===== src/rtl/psram_arb_pkg.sv =====
// Shared definitions for the PSRAM arbiter.
//   state_e : arbiter FSM states
//   port_e  : requester identifiers (A = display fetch, B = host/command)
//   ADDR_W_DEF / DATA_W_DEF : default word address and data widths
package psram_arb_pkg;

  localparam int unsigned ADDR_W_DEF = 24;
  localparam int unsigned DATA_W_DEF = 16;

  typedef enum logic [1:0] {
    IDLE  = 2'd0,
    ISSUE = 2'd1,
    XFER  = 2'd2,
    RESP  = 2'd3
  } state_e;

  typedef enum logic {
    PORT_A = 1'b0,
    PORT_B = 1'b1
  } port_e;

endpackage


===== src/rtl/psram_arbiter.sv =====
// Two-port arbiter in front of a single PSRAM controller.
// Port A (display fetch) has priority; port B (host/command) is guaranteed a
// grant after STARVE_LIMIT consecutive A grants taken while B was waiting.
// Ports:
//   clk_i, rstn_i                 clock, async active-low reset
//   i_x_req/we/addr/din           requester x (a|b) level request and fields
//   o_x_done/o_x_err/o_x_dout     completion pulse, timeout flag, held read data
//   o_psram_stb/we/addr/din       command to the PSRAM controller
//   i_psram_busy/done/dout        controller status and read data
//   o_busy                        arbiter is not idle
module psram_arbiter
  import psram_arb_pkg::*;
#(
  parameter int unsigned ADDR_W       = ADDR_W_DEF,
  parameter int unsigned DATA_W       = DATA_W_DEF,
  parameter int unsigned STARVE_LIMIT = 4,
  parameter int unsigned TIMEOUT      = 255
) (
  input  logic              clk_i,
  input  logic              rstn_i,
  input  logic              i_a_req,
  input  logic              i_a_we,
  input  logic [ADDR_W-1:0] i_a_addr,
  input  logic [DATA_W-1:0] i_a_din,
  input  logic              i_b_req,
  input  logic              i_b_we,
  input  logic [ADDR_W-1:0] i_b_addr,
  input  logic [DATA_W-1:0] i_b_din,
  output logic              o_a_done,
  output logic              o_a_err,
  output logic [DATA_W-1:0] o_a_dout,
  output logic              o_b_done,
  output logic              o_b_err,
  output logic [DATA_W-1:0] o_b_dout,
  output logic              o_psram_stb,
  output logic              o_psram_we,
  output logic [ADDR_W-1:0] o_psram_addr,
  output logic [DATA_W-1:0] o_psram_din,
  input  logic              i_psram_busy,
  input  logic              i_psram_done,
  input  logic [DATA_W-1:0] i_psram_dout,
  output logic              o_busy
);

  localparam int unsigned SC_W = $clog2(STARVE_LIMIT + 1);
  localparam int unsigned TO_W = $clog2(TIMEOUT + 1);

  state_e              state_q, state_d;
  port_e               port_q,  port_d;
  logic                we_q,    we_d;
  logic [ADDR_W-1:0]   addr_q,  addr_d;
  logic [DATA_W-1:0]   din_q,   din_d;
  logic                err_q,   err_d;
  logic [TO_W-1:0]     to_q,    to_d;
  logic [SC_W-1:0]     starve_q, starve_d;
  logic [DATA_W-1:0]   a_dout_q, a_dout_d;
  logic [DATA_W-1:0]   b_dout_q, b_dout_d;
  logic                capture;

  always_comb begin
    state_d  = state_q;
    port_d   = port_q;
    we_d     = we_q;
    addr_d   = addr_q;
    din_d    = din_q;
    err_d    = err_q;
    to_d     = to_q;
    starve_d = starve_q;
    a_dout_d = a_dout_q;
    b_dout_d = b_dout_q;
    capture  = 1'b0;

    unique case (state_q)
      IDLE: begin
        if (i_a_req || i_b_req) begin
          err_d   = 1'b0;
          to_d    = '0;
          state_d = ISSUE;
          // B takes the slot if A is absent or A has used up its run of grants.
          if (i_b_req && (!i_a_req || starve_q == SC_W'(STARVE_LIMIT))) begin
            port_d   = PORT_B;
            we_d     = i_b_we;
            addr_d   = i_b_addr;
            din_d    = i_b_din;
            starve_d = '0;
          end else begin
            port_d = PORT_A;
            we_d   = i_a_we;
            addr_d = i_a_addr;
            din_d  = i_a_din;
            if (!i_b_req)
              starve_d = '0;
            else if (starve_q != SC_W'(STARVE_LIMIT))
              starve_d = starve_q + SC_W'(1);
          end
        end
      end
      ISSUE: begin
        if (i_psram_busy) begin
          if (i_psram_done) begin
            capture = 1'b1;
            state_d = RESP;
          end else begin
            state_d = XFER;
          end
        end else if (to_q == TO_W'(TIMEOUT - 1)) begin
          err_d   = 1'b1;
          state_d = RESP;
        end else begin
          to_d = to_q + TO_W'(1);
        end
      end
      XFER: begin
        if (i_psram_done) begin
          capture = 1'b1;
          state_d = RESP;
        end
      end
      RESP: state_d = IDLE;
      default: state_d = IDLE;
    endcase

    if (capture && !we_q) begin
      if (port_q == PORT_A) a_dout_d = i_psram_dout;
      else                  b_dout_d = i_psram_dout;
    end
  end

  always_ff @(posedge clk_i or negedge rstn_i) begin
    if (!rstn_i) begin
      state_q  <= IDLE;
      port_q   <= PORT_A;
      we_q     <= 1'b0;
      addr_q   <= '0;
      din_q    <= '0;
      err_q    <= 1'b0;
      to_q     <= '0;
      starve_q <= '0;
      a_dout_q <= '0;
      b_dout_q <= '0;
    end else begin
      state_q  <= state_d;
      port_q   <= port_d;
      we_q     <= we_d;
      addr_q   <= addr_d;
      din_q    <= din_d;
      err_q    <= err_d;
      to_q     <= to_d;
      starve_q <= starve_d;
      a_dout_q <= a_dout_d;
      b_dout_q <= b_dout_d;
    end
  end

  // Outputs decode the state register directly so reset clears them at once.
  assign o_busy       = (state_q != IDLE);
  assign o_psram_stb  = (state_q == ISSUE);
  assign o_psram_we   = we_q;
  assign o_psram_addr = addr_q;
  assign o_psram_din  = din_q;
  assign o_a_done     = (state_q == RESP) && (port_q == PORT_A);
  assign o_b_done     = (state_q == RESP) && (port_q == PORT_B);
  assign o_a_err      = o_a_done && err_q;
  assign o_b_err      = o_b_done && err_q;
  assign o_a_dout     = a_dout_q;
  assign o_b_dout     = b_dout_q;

endmodule


===== config.mk =====
export PLATFORM = sky130hd
export DESIGN_NAME = psram_arbiter
export DESIGN_NICKNAME = d
export VERILOG_FILES = /design/src/rtl/psram_arb_pkg.sv /design/src/rtl/psram_arbiter.sv
export SDC_FILE = /design/constraint.sdc
export NUM_CORES = 1
export LEC_CHECK = 0
export CELL_PAD_IN_SITES_DETAIL_PLACEMENT = 1
export CELL_PAD_IN_SITES_GLOBAL_PLACEMENT = 1
export CORE_ASPECT_RATIO = 0.6
export CORE_UTILIZATION = 35
export CTS_BUF_LIST = sky130_fd_sc_hd__clkbuf_8
export DETAILED_ROUTE_END_ITERATION = 16
export PLACE_DENSITY_LB_ADDON = 0.12
export SYNTH_ARGS = -nofsm -noshare
export SYNTH_HDL_FRONTEND = slang
export SYNTH_SLANG_ARGS = --single-unit
export TNS_END_PERCENT = 1

===== constraint.sdc =====
create_clock -name clk_i -period 2.8 [get_ports clk_i]
set_input_delay 0.84 -clock clk_i [delete_from_list [all_inputs] [get_ports clk_i]]
set_output_delay 0.84 -clock clk_i [all_outputs]
set_load 0.01 [all_outputs]

==> Word level (Yosys, flattened, before mapping) <==
Cells that the tools add are included.
W data, S select, Z words.
{ "totals": {"ff_bits": 88, "in_bits": 104, "output_inout_bits": 79, "elab_cells": 70} }
{ "classes": {"add_sub_neg": 2, "eq_ne": 13, "mux": 24, "n_bitwise": 1, "n_reduce_logical": 20} }
{ "ops": {"columns": ["op", "count"], "rows": [
  ["$mux W24", 1],
  ["$mux W8", 3],
  ["$mux W16", 1],
  ["$pmux W8 S2", 1],
  ["$mux W3", 3],
  ["$add A8 B1 Y8 const B", 1],
  ["$eq A8 B8 Y1 const B", 1],
  ["$mux W1", 8],
  ["$mux W2", 4],
  ["$ne A2 B2 Y1 const B", 4],
  ["$pmux W2 S4", 1],
  ["$reduce_and A4 Y1", 2],
  ["$logic_and A1 B1 Y1", 6],
  ["$ne A3 B1 Y1 const B", 2],
  ["$reduce_and A2 Y1", 3],
  ["$reduce_and A3 Y1", 2],
  ["$eq A2 B2 Y1 const B", 2],
  ["$pmux W1 S2", 2],
  ["$reduce_bool A2 Y1", 2],
  ["$add A3 B1 Y3 const B", 1],
  ["$eq A3 B3 Y1 const B", 1],
  ["$ne A3 B3 Y1 const B", 1],
  ["$eq A2 B1 Y1 const B", 1],
  ["$logic_not A1 Y1", 2],
  ["4 further kinds", 5]
]} }

==> Logic depth before layout (Yosys ltp) <==
Gate-level depths: netlist of run 1.
{ "depth": {"ltp_word": 5, "ltp_mapped": 8, "ltp_nobuf": 6} }

==> Least setup slack after synthesis of run 1 <==
No wires, ideal clock.
{ "synth_timing": {"path_kind": "reg2reg", "start": "register state_q[1]", "end": "register a_dout_q[0], in the netlist o_a_dout[0]", "setup_ns": 0.127, "arrival_ns": 1.831, "t_required_ns": 2.673, "path_slack_ns": 0.842, "path_stages_with_launch": 7, "n_path_buf": 1, "period_less_slack_ns": 1.958, "path_cell_list": "dfrtp_1 -> inv_1 -> ha_1 -> a21oi_2 -> nor4_4 -> buf_6 -> mux2_1"} }
{ "synth_between": {"elab_chain_len": 4, "elab_cells_between_ends": 5, "classes_between": "eq/ne: 2; mux: 1; reduce/logical: 2"} }
{ "synth_lines": {"columns": ["element", "line", "text"], "rows": [
  ["from (decl)", "psram_arbiter.sv:48", "state_e state_q, state_d;"],
  ["from (signal assigned)", "psram_arbiter.sv:142", "state_q <= state_d;"],
  ["$eq A2 B1 Y1", null, null],
  ["via o_psram_stb", "psram_arbiter.sv:35", "output logic o_psram_stb,"],
  ["$pmux W1 S2", "psram_arbiter.sv:73", "unique case (state_q)"],
  ["$logic_and A1 B1 Y1", "psram_arbiter.sv:123", "if (capture && !we_q) begin"],
  ["$reduce_and A2 Y1 (no source line)", null, null],
  ["to (signal assigned)", "psram_arbiter.sv:150", "a_dout_q <= a_dout_d;"],
  ["to (decl)", "psram_arbiter.sv:56", "logic [DATA_W-1:0] a_dout_q, a_dout_d;"]
]} }
The timed path passes the listed nets, and every way through them passes these cells.
A chain may end at the register's enable or synchronous reset.

==> Final worst setup path of run 1 <==
{ "layout_timing": {"start": "register state_q[0]", "end": "output o_busy"} }
{ "layout_between": {"elab_chain_len": 1} }
{ "layout_lines": {"columns": ["element", "line", "text"], "rows": [
  ["$reduce_bool A2 Y1", "psram_arbiter.sv:156", "assign o_busy = (state_q != IDLE);"],
  ["to (decl)", "psram_arbiter.sv:42", "output logic o_busy"]
]} }
No other way between the ends.

==> results.sh, run 1 <==
export IMPL_clkTransAtPathRegs_ps=90
export IMPL_antenna_found_initial=0
export IMPL_synth_edf_count=0
export IMPL_worstSetupPathType="reg2out"
export IMPL_nNetsFinal=659
export IMPL_timing_hold_ws_ps=486
export IMPL_tns_ps=0
export IMPL_core_um2=11400
export IMPL_path_max_fanout=8
export IMPL_final_hold_violation_count=0
export IMPL_drt_iter0_drc=88
export IMPL_synth_ff_type="dfrtp_1"
export IMPL_highest_layer="met4"
export IMPL_port_buffers=182
export IMPL_run_status="finished clean"
export IMPL_grt_pass1_vias=3576
export IMPL_wl_per_cell_um=17.2
export IMPL_seq_area_frac_synth_pct=53.4
export IMPL_grt_overflow_total=0
export IMPL_crit_family="buffers and inverters"
export IMPL_tritoncts="built"
export IMPL_final_area_um2=6370
export IMPL_vias=3410
export IMPL_cp_data_required_time_ps=1960
export IMPL_skew_ps=7.41
export IMPL_setup_viol=0
export IMPL_fp_row_count=30
export IMPL_path_buf_inv=3
export IMPL_synth_distinct_cells=45
export IMPL_power_uw=5930
export IMPL_syn2layout_area_growth_pct=54.5
export IMPL_routed_via_density=4.79
export IMPL_period_needed_ps=2650
export IMPL_drt_total_wl_um=12300
export IMPL_rsz0062_at_grt="false"
export IMPL_grt_pass1_wl_um=18900
export IMPL_drc=0
export IMPL_dr_pass1_iters=4
export IMPL_gr_usage_all_layers_pct=20.6
export IMPL_fillers=1242
export IMPL_layout_commonest_cell="clkdlybuf4s50_1"
export IMPL_clock_fmax_mhz=377
export IMPL_yosysWarnings=0
export IMPL_die_w_um=142
export IMPL_place_area_um2=6160
export IMPL_die_area_um2=12200
export IMPL_fin_crit_sh_pct=94.7
export IMPL_wl_met1_um=5060
export IMPL_worst_slack_ps=149
export IMPL_netlist_area_um2=4130
export IMPL_worst_pin_slew_ps=608
export IMPL_power_density_nw_per_um2=931
export IMPL_ff2ff_setup_slack_ps=670
export IMPL_start_util_pct=36.3
export IMPL_wl_met3_um=1200
export IMPL_synth_net_count=477
export IMPL_slowest_stage="clkdlybuf4s50_1"
export IMPL_synth_seq_cells=88
export IMPL_avgSynthCellArea_um2=11.3
export IMPL_grt_max_degree=49
export IMPL_peakVddDrop_mv=0.349
export IMPL_dieHeight_um=86.1
export IMPL_slew_limit_headroom_pct=58.4
export IMPL_max_stage_delay_ps=480
export IMPL_antenna_cells=0
export IMPL_ctsRootBufferMaster="clkbuf_8"
export IMPL_async_flop_share_pct=100
export IMPL_drive_gt1_share_pct=10.5
export IMPL_clock_latency_ps=360
export IMPL_drv_cap=0
export IMPL_hpwlAfterDp_um=9500
export IMPL_cpMostUsedCell="inv_1"
export IMPL_dr_wl_met2_um=5870
export IMPL_clk_path_buf_depth=2
export IMPL_leakagePower_uw=0.00293
export IMPL_pin_count=183
export IMPL_crit_arrival_ps=1810
export IMPL_drtAntennaViolNets=0
export IMPL_cp_end_kind="output port"
export IMPL_syn_inst=365
export IMPL_place_ws_ps=200
export IMPL_gp_congestion=0.826
export IMPL_final_cell_mix="clkdlybuf4s50_1 (181), dfrtp_1 (88), nand2_1 (59), o21ai_0 (45), mux2i_1 (41)"
export IMPL_final_max_slew_viol_count=0
export IMPL_clock_sinks=88
export IMPL_cp_cell_sequence="inv_1, ha_2, inv_1, clkdlybuf4s50_1"
export IMPL_cts_buffers=9
export IMPL_cts_max_level=3
export IMPL_start_kind="flip-flop"
export IMPL_hp_class="in2async"
==> cells by family after synthesis <==
kind of cell | synth area share, %
flops | 53.4
compound gates | 10.7
buf+inv | 3.58
simple gates | 11.0
mux | 19.0
fa+ha+maj | 2.43
==> metrics by stage <==
stage | util, % | std cells
final | 56.0 | 712
after global routing | 56.0 | 712
after CTS | 56.0 | 712
after detailed placement | 54.2 | 696
after global placement | 54.2 | 696
after floorplan | - | 365
==> Yosys cell counts (2+ instances only) <==
master	instances	share of area, %
mux2_1	12	3.3
nand3_1	3	0.36
a21oi_1	2	0.24
mux2i_1	41	9.9
a211oi_2	2	0.61
nand4_1	2	0.30
nor2b_1	3	0.46
and3_1	4	0.61
ha_1	8	2.4
clkbuf_1	7	0.64
o21ai_0	45	5.5
nor2_1	8	0.73
nand2_1	59	5.4
buf_4	6	1.1
buf_2	7	0.85
dfrtp_1	88	53
a31oi_1	6	0.91
a211o_1	6	1.3
inv_1	8	0.73
mux2_2	21	5.7
nor3b_1	2	0.36
nor3_1	2	0.24
==> layout make-up <==
class,count,area (um^2),area share [%]
Clock buffer,11,151,2.38
Tap cell,160,200,3.14
Clock inverter,5,55.1,0.864
Sequential cell,88,2200,34.6
Inverter,8,30.0,0.471
Timing Repair Buffer,192,1940,30.5
Multi-Input combinational cell,248,1790,28.1
==> worst reg2reg max path, stage by stage, from the launching register on <==
cell and delay, ps:
dfrtp_1 410, inv_1 100, ha_1 220, buf_4 210, a21oi_2 250, nor3_2 80
nand2_2 350, mux2_2 400
==> routing by layer <==
layer	vias up	GRT usage, %
met5	-	0
met4	0	4.50
met3	11	8.82
met2	131	34.8
met1	1628	24.6
li1	1640	-
==> registers in the layout (all words and copies together), names as in the netlist <==
signal,flops
starve_q,3
o_a_dout,16
port_q,1
o_psram_din,16
o_psram_we,1
o_psram_addr,24
state_q,2
err_q,1
to_q,8
o_b_dout,16
==> what timing repair did <==
item / in CTS / in global routing
gates resized for setup: 0 / 1
setup buffers: 0 / 0
hold buffers: 0 / 0
setup endpoints to repair: 0 / 1
==> where the power goes <==
part	internal, uW	leakage, uW	switching [uW]
combinational	1550	0.00172	1310
clock	458	0.000101	449
sequential	1820	0.00111	340
total	3830	0.00293	2100
==> final timing paths <==
| path | endpoint | cells after the start | startpoint |
|---|---|---|---|
| worst max-delay path | o_busy | 4 | state_q[0] |
| worst min-delay path | o_psram_addr[15] | 1 | rstn_i |
| worst max register to register | o_b_dout[7] | 7 | state_q[1] |
| worst min register to register | o_psram_addr[13] | 2 | o_psram_addr[13] |
| max in group asynchronous | to_q[4] | 2 | rstn_i |
| min in group clk_i | o_psram_addr[13] | 2 | o_psram_addr[13] |
No activity file was read; power rests on OpenSTA's default activity.
==> inputs of run 2 (changes only) <==
--- a/config.mk
+++ b/config.mk
@@ -8,10 +8,10 @@
 export CELL_PAD_IN_SITES_DETAIL_PLACEMENT = 1
 export CELL_PAD_IN_SITES_GLOBAL_PLACEMENT = 1
 export CORE_ASPECT_RATIO = 0.6
-export CORE_UTILIZATION = 35
-export CTS_BUF_LIST = sky130_fd_sc_hd__clkbuf_8
+export CORE_UTILIZATION = 34
 export DETAILED_ROUTE_END_ITERATION = 16
 export PLACE_DENSITY_LB_ADDON = 0.12
+export SKIP_CTS_REPAIR_TIMING = 1
 export SYNTH_ARGS = -nofsm -noshare
 export SYNTH_HDL_FRONTEND = slang
 export SYNTH_SLANG_ARGS = --single-unit
==> results.sh, run 2 (synthesis gave the netlist of run 1 again) <==
export IMPL_grt_pass1_wl_um=18800
export IMPL_slew_limit_headroom_pct=63.3
export IMPL_clock_power_share_pct=20.5
export IMPL_ctsRootBufferMaster="clkbuf_16"
export IMPL_drt_iter0_drc=108
export IMPL_worstSetupPathType="reg2out"
export IMPL_skew_ps=7.24
export IMPL_grt_max_degree=59
export IMPL_hpwlAfterDp_um=9410
export IMPL_clkTransAtPathRegs_ps=60
export IMPL_crit_arrival_ps=1810
export IMPL_start_util_pct=35.7
export IMPL_tritoncts="built"
export IMPL_clock_fmax_mhz=378
export IMPL_wl_per_cell_um=17.2
export IMPL_port_buffers=182
export IMPL_grt_pass1_vias=3620
export IMPL_gr_usage_all_layers_pct=20.0
export IMPL_hp_class="in2async"
export IMPL_crit_family="buffers and inverters"
export IMPL_p_int_uw=4170
export IMPL_switching_power_uw=2150
export IMPL_worst_slack_ps=153
export IMPL_drtAntennaViolNets=0
export IMPL_cp_data_required_time_ps=1960
export IMPL_dieHeight_um=87.3
export IMPL_final_area_um2=6480
export IMPL_cp_end_kind="output port"
export IMPL_layout_commonest_cell="clkdlybuf4s50_1"
export IMPL_syn2layout_area_growth_pct=57.1
export IMPL_antenna_found_initial=0
export IMPL_drv_cap=0
export IMPL_clock_sinks=88
export IMPL_place_area_um2=6160
export IMPL_cpMostUsedCell="inv_1"
export IMPL_core_um2=11600
export IMPL_pin_count=183
export IMPL_leakagePower_uw=0.00298
export IMPL_nNetsFinal=658
export IMPL_grt_overflow_total=0
export IMPL_routed_via_density=4.79
export IMPL_peakVddDrop_mv=0.412
export IMPL_final_cell_mix="clkdlybuf4s50_1 (181), dfrtp_1 (88), nand2_1 (59), o21ai_0 (45), mux2i_1 (41)"
export IMPL_drt_total_wl_um=12200
export IMPL_p_seq_share_pct=34.3
export IMPL_dr_pass1_iters=4
export IMPL_period_needed_ps=2650
export IMPL_place_ws_ps=204
export IMPL_power_uw=6320
export IMPL_comb_power_share_pct=45.2
export IMPL_cts_buffers=9
export IMPL_vias=3407
export IMPL_setup_viol=0
export IMPL_start_kind="flip-flop"
export IMPL_cp_cell_sequence="inv_1, ha_2, inv_1, clkdlybuf4s50_1"
export IMPL_drive_gt1_share_pct=10.2
export IMPL_rsz0062_at_grt="false"
export IMPL_max_stage_delay_ps=510
export IMPL_final_max_slew_viol_count=0
export IMPL_fp_row_count=30
export IMPL_die_area_um2=12600
export IMPL_fin_crit_sh_pct=94.5
export IMPL_antenna_cells=0
export IMPL_power_density_nw_per_um2=975
export IMPL_path_max_fanout=8
export IMPL_worst_pin_slew_ps=537
export IMPL_final_hold_violation_count=0
export IMPL_clock_latency_ps=340
export IMPL_run_status="finished clean"
export IMPL_drc=0
export IMPL_largest_reg_flops=24
export IMPL_die_w_um=144
export IMPL_path_buf_inv=3
export IMPL_gp_congestion=0.768
export IMPL_slowest_stage="clkdlybuf4s50_1"
export IMPL_tns_ps=0
export IMPL_switching_share_pct=34.0
export IMPL_clk_path_buf_depth=2
export IMPL_cts_max_level=3
run 2: worst register-to-register path: stages, from the launching register on:
cell	delay (ps)
dfrtp_1	390
inv_1	100
ha_1	210
buf_4	200
a21oi_2	260
nor3_2	80
nand2_2	340
mux2_2	400
run 2: per-layer routing:
metal,vias up,GRT usage [%],wire [um]
met3,14,7.97,1210
met5,-,0,0
li1,1646,-,-
met4,0,6.22,170
met1,1611,23.5,5140
met2,136,33.8,5680
run 2: stage by stage:
stage | hold slack (ps) | utilization (%) | std cells
after floorplan | 475 | - | 365
after global placement | 460 | 53.2 | 695
after detailed placement | 469 | 53.2 | 695
after CTS | 428 | 56.0 | 711
after global routing | 456 | 56.0 | 711
final | 433 | 56.0 | 711
run 2: final cells by class:
class	instances	area [um^2]
fillers	1261	5080
flip-flops and latches	88	2200
repair buffers	191	1940
multi-input cells	248	1790
clock buffers	11	243
well taps	160	200
clock inverters	5	78.8
inverters	8	30.0
run 2: final timing paths:
kind / from / to / slack, ps / depth (start not counted)
hold reg to reg: o_psram_din[9] / o_psram_din[9] / 480 / 2
min in group clk_i: o_psram_din[9] / o_psram_din[9] / 480 / 2
setup / recovery: state_q[0] / o_busy / 150 / 4
max in group asynchronous: rstn_i / o_psram_addr[7] / 1700 / 2
setup reg to reg: state_q[1] / o_b_dout[5] / 710 / 7
hold / removal: rstn_i / o_psram_addr[19] / 430 / 1
run 2: power by group through the flow:
| stage | clock (uW) | combinational, uW | sequential, uW |
|---|---|---|---|
| final | 1300 | 2860 | 2170 |
| after global routing | 1380 | 3100 | 2250 |
| after CTS | 1330 | 2900 | 2180 |
| after detailed placement | 0 | 2880 | 2190 |
| after global placement | 0 | 2790 | 2140 |
| after floorplan | 0 | 1030 | 2360 |
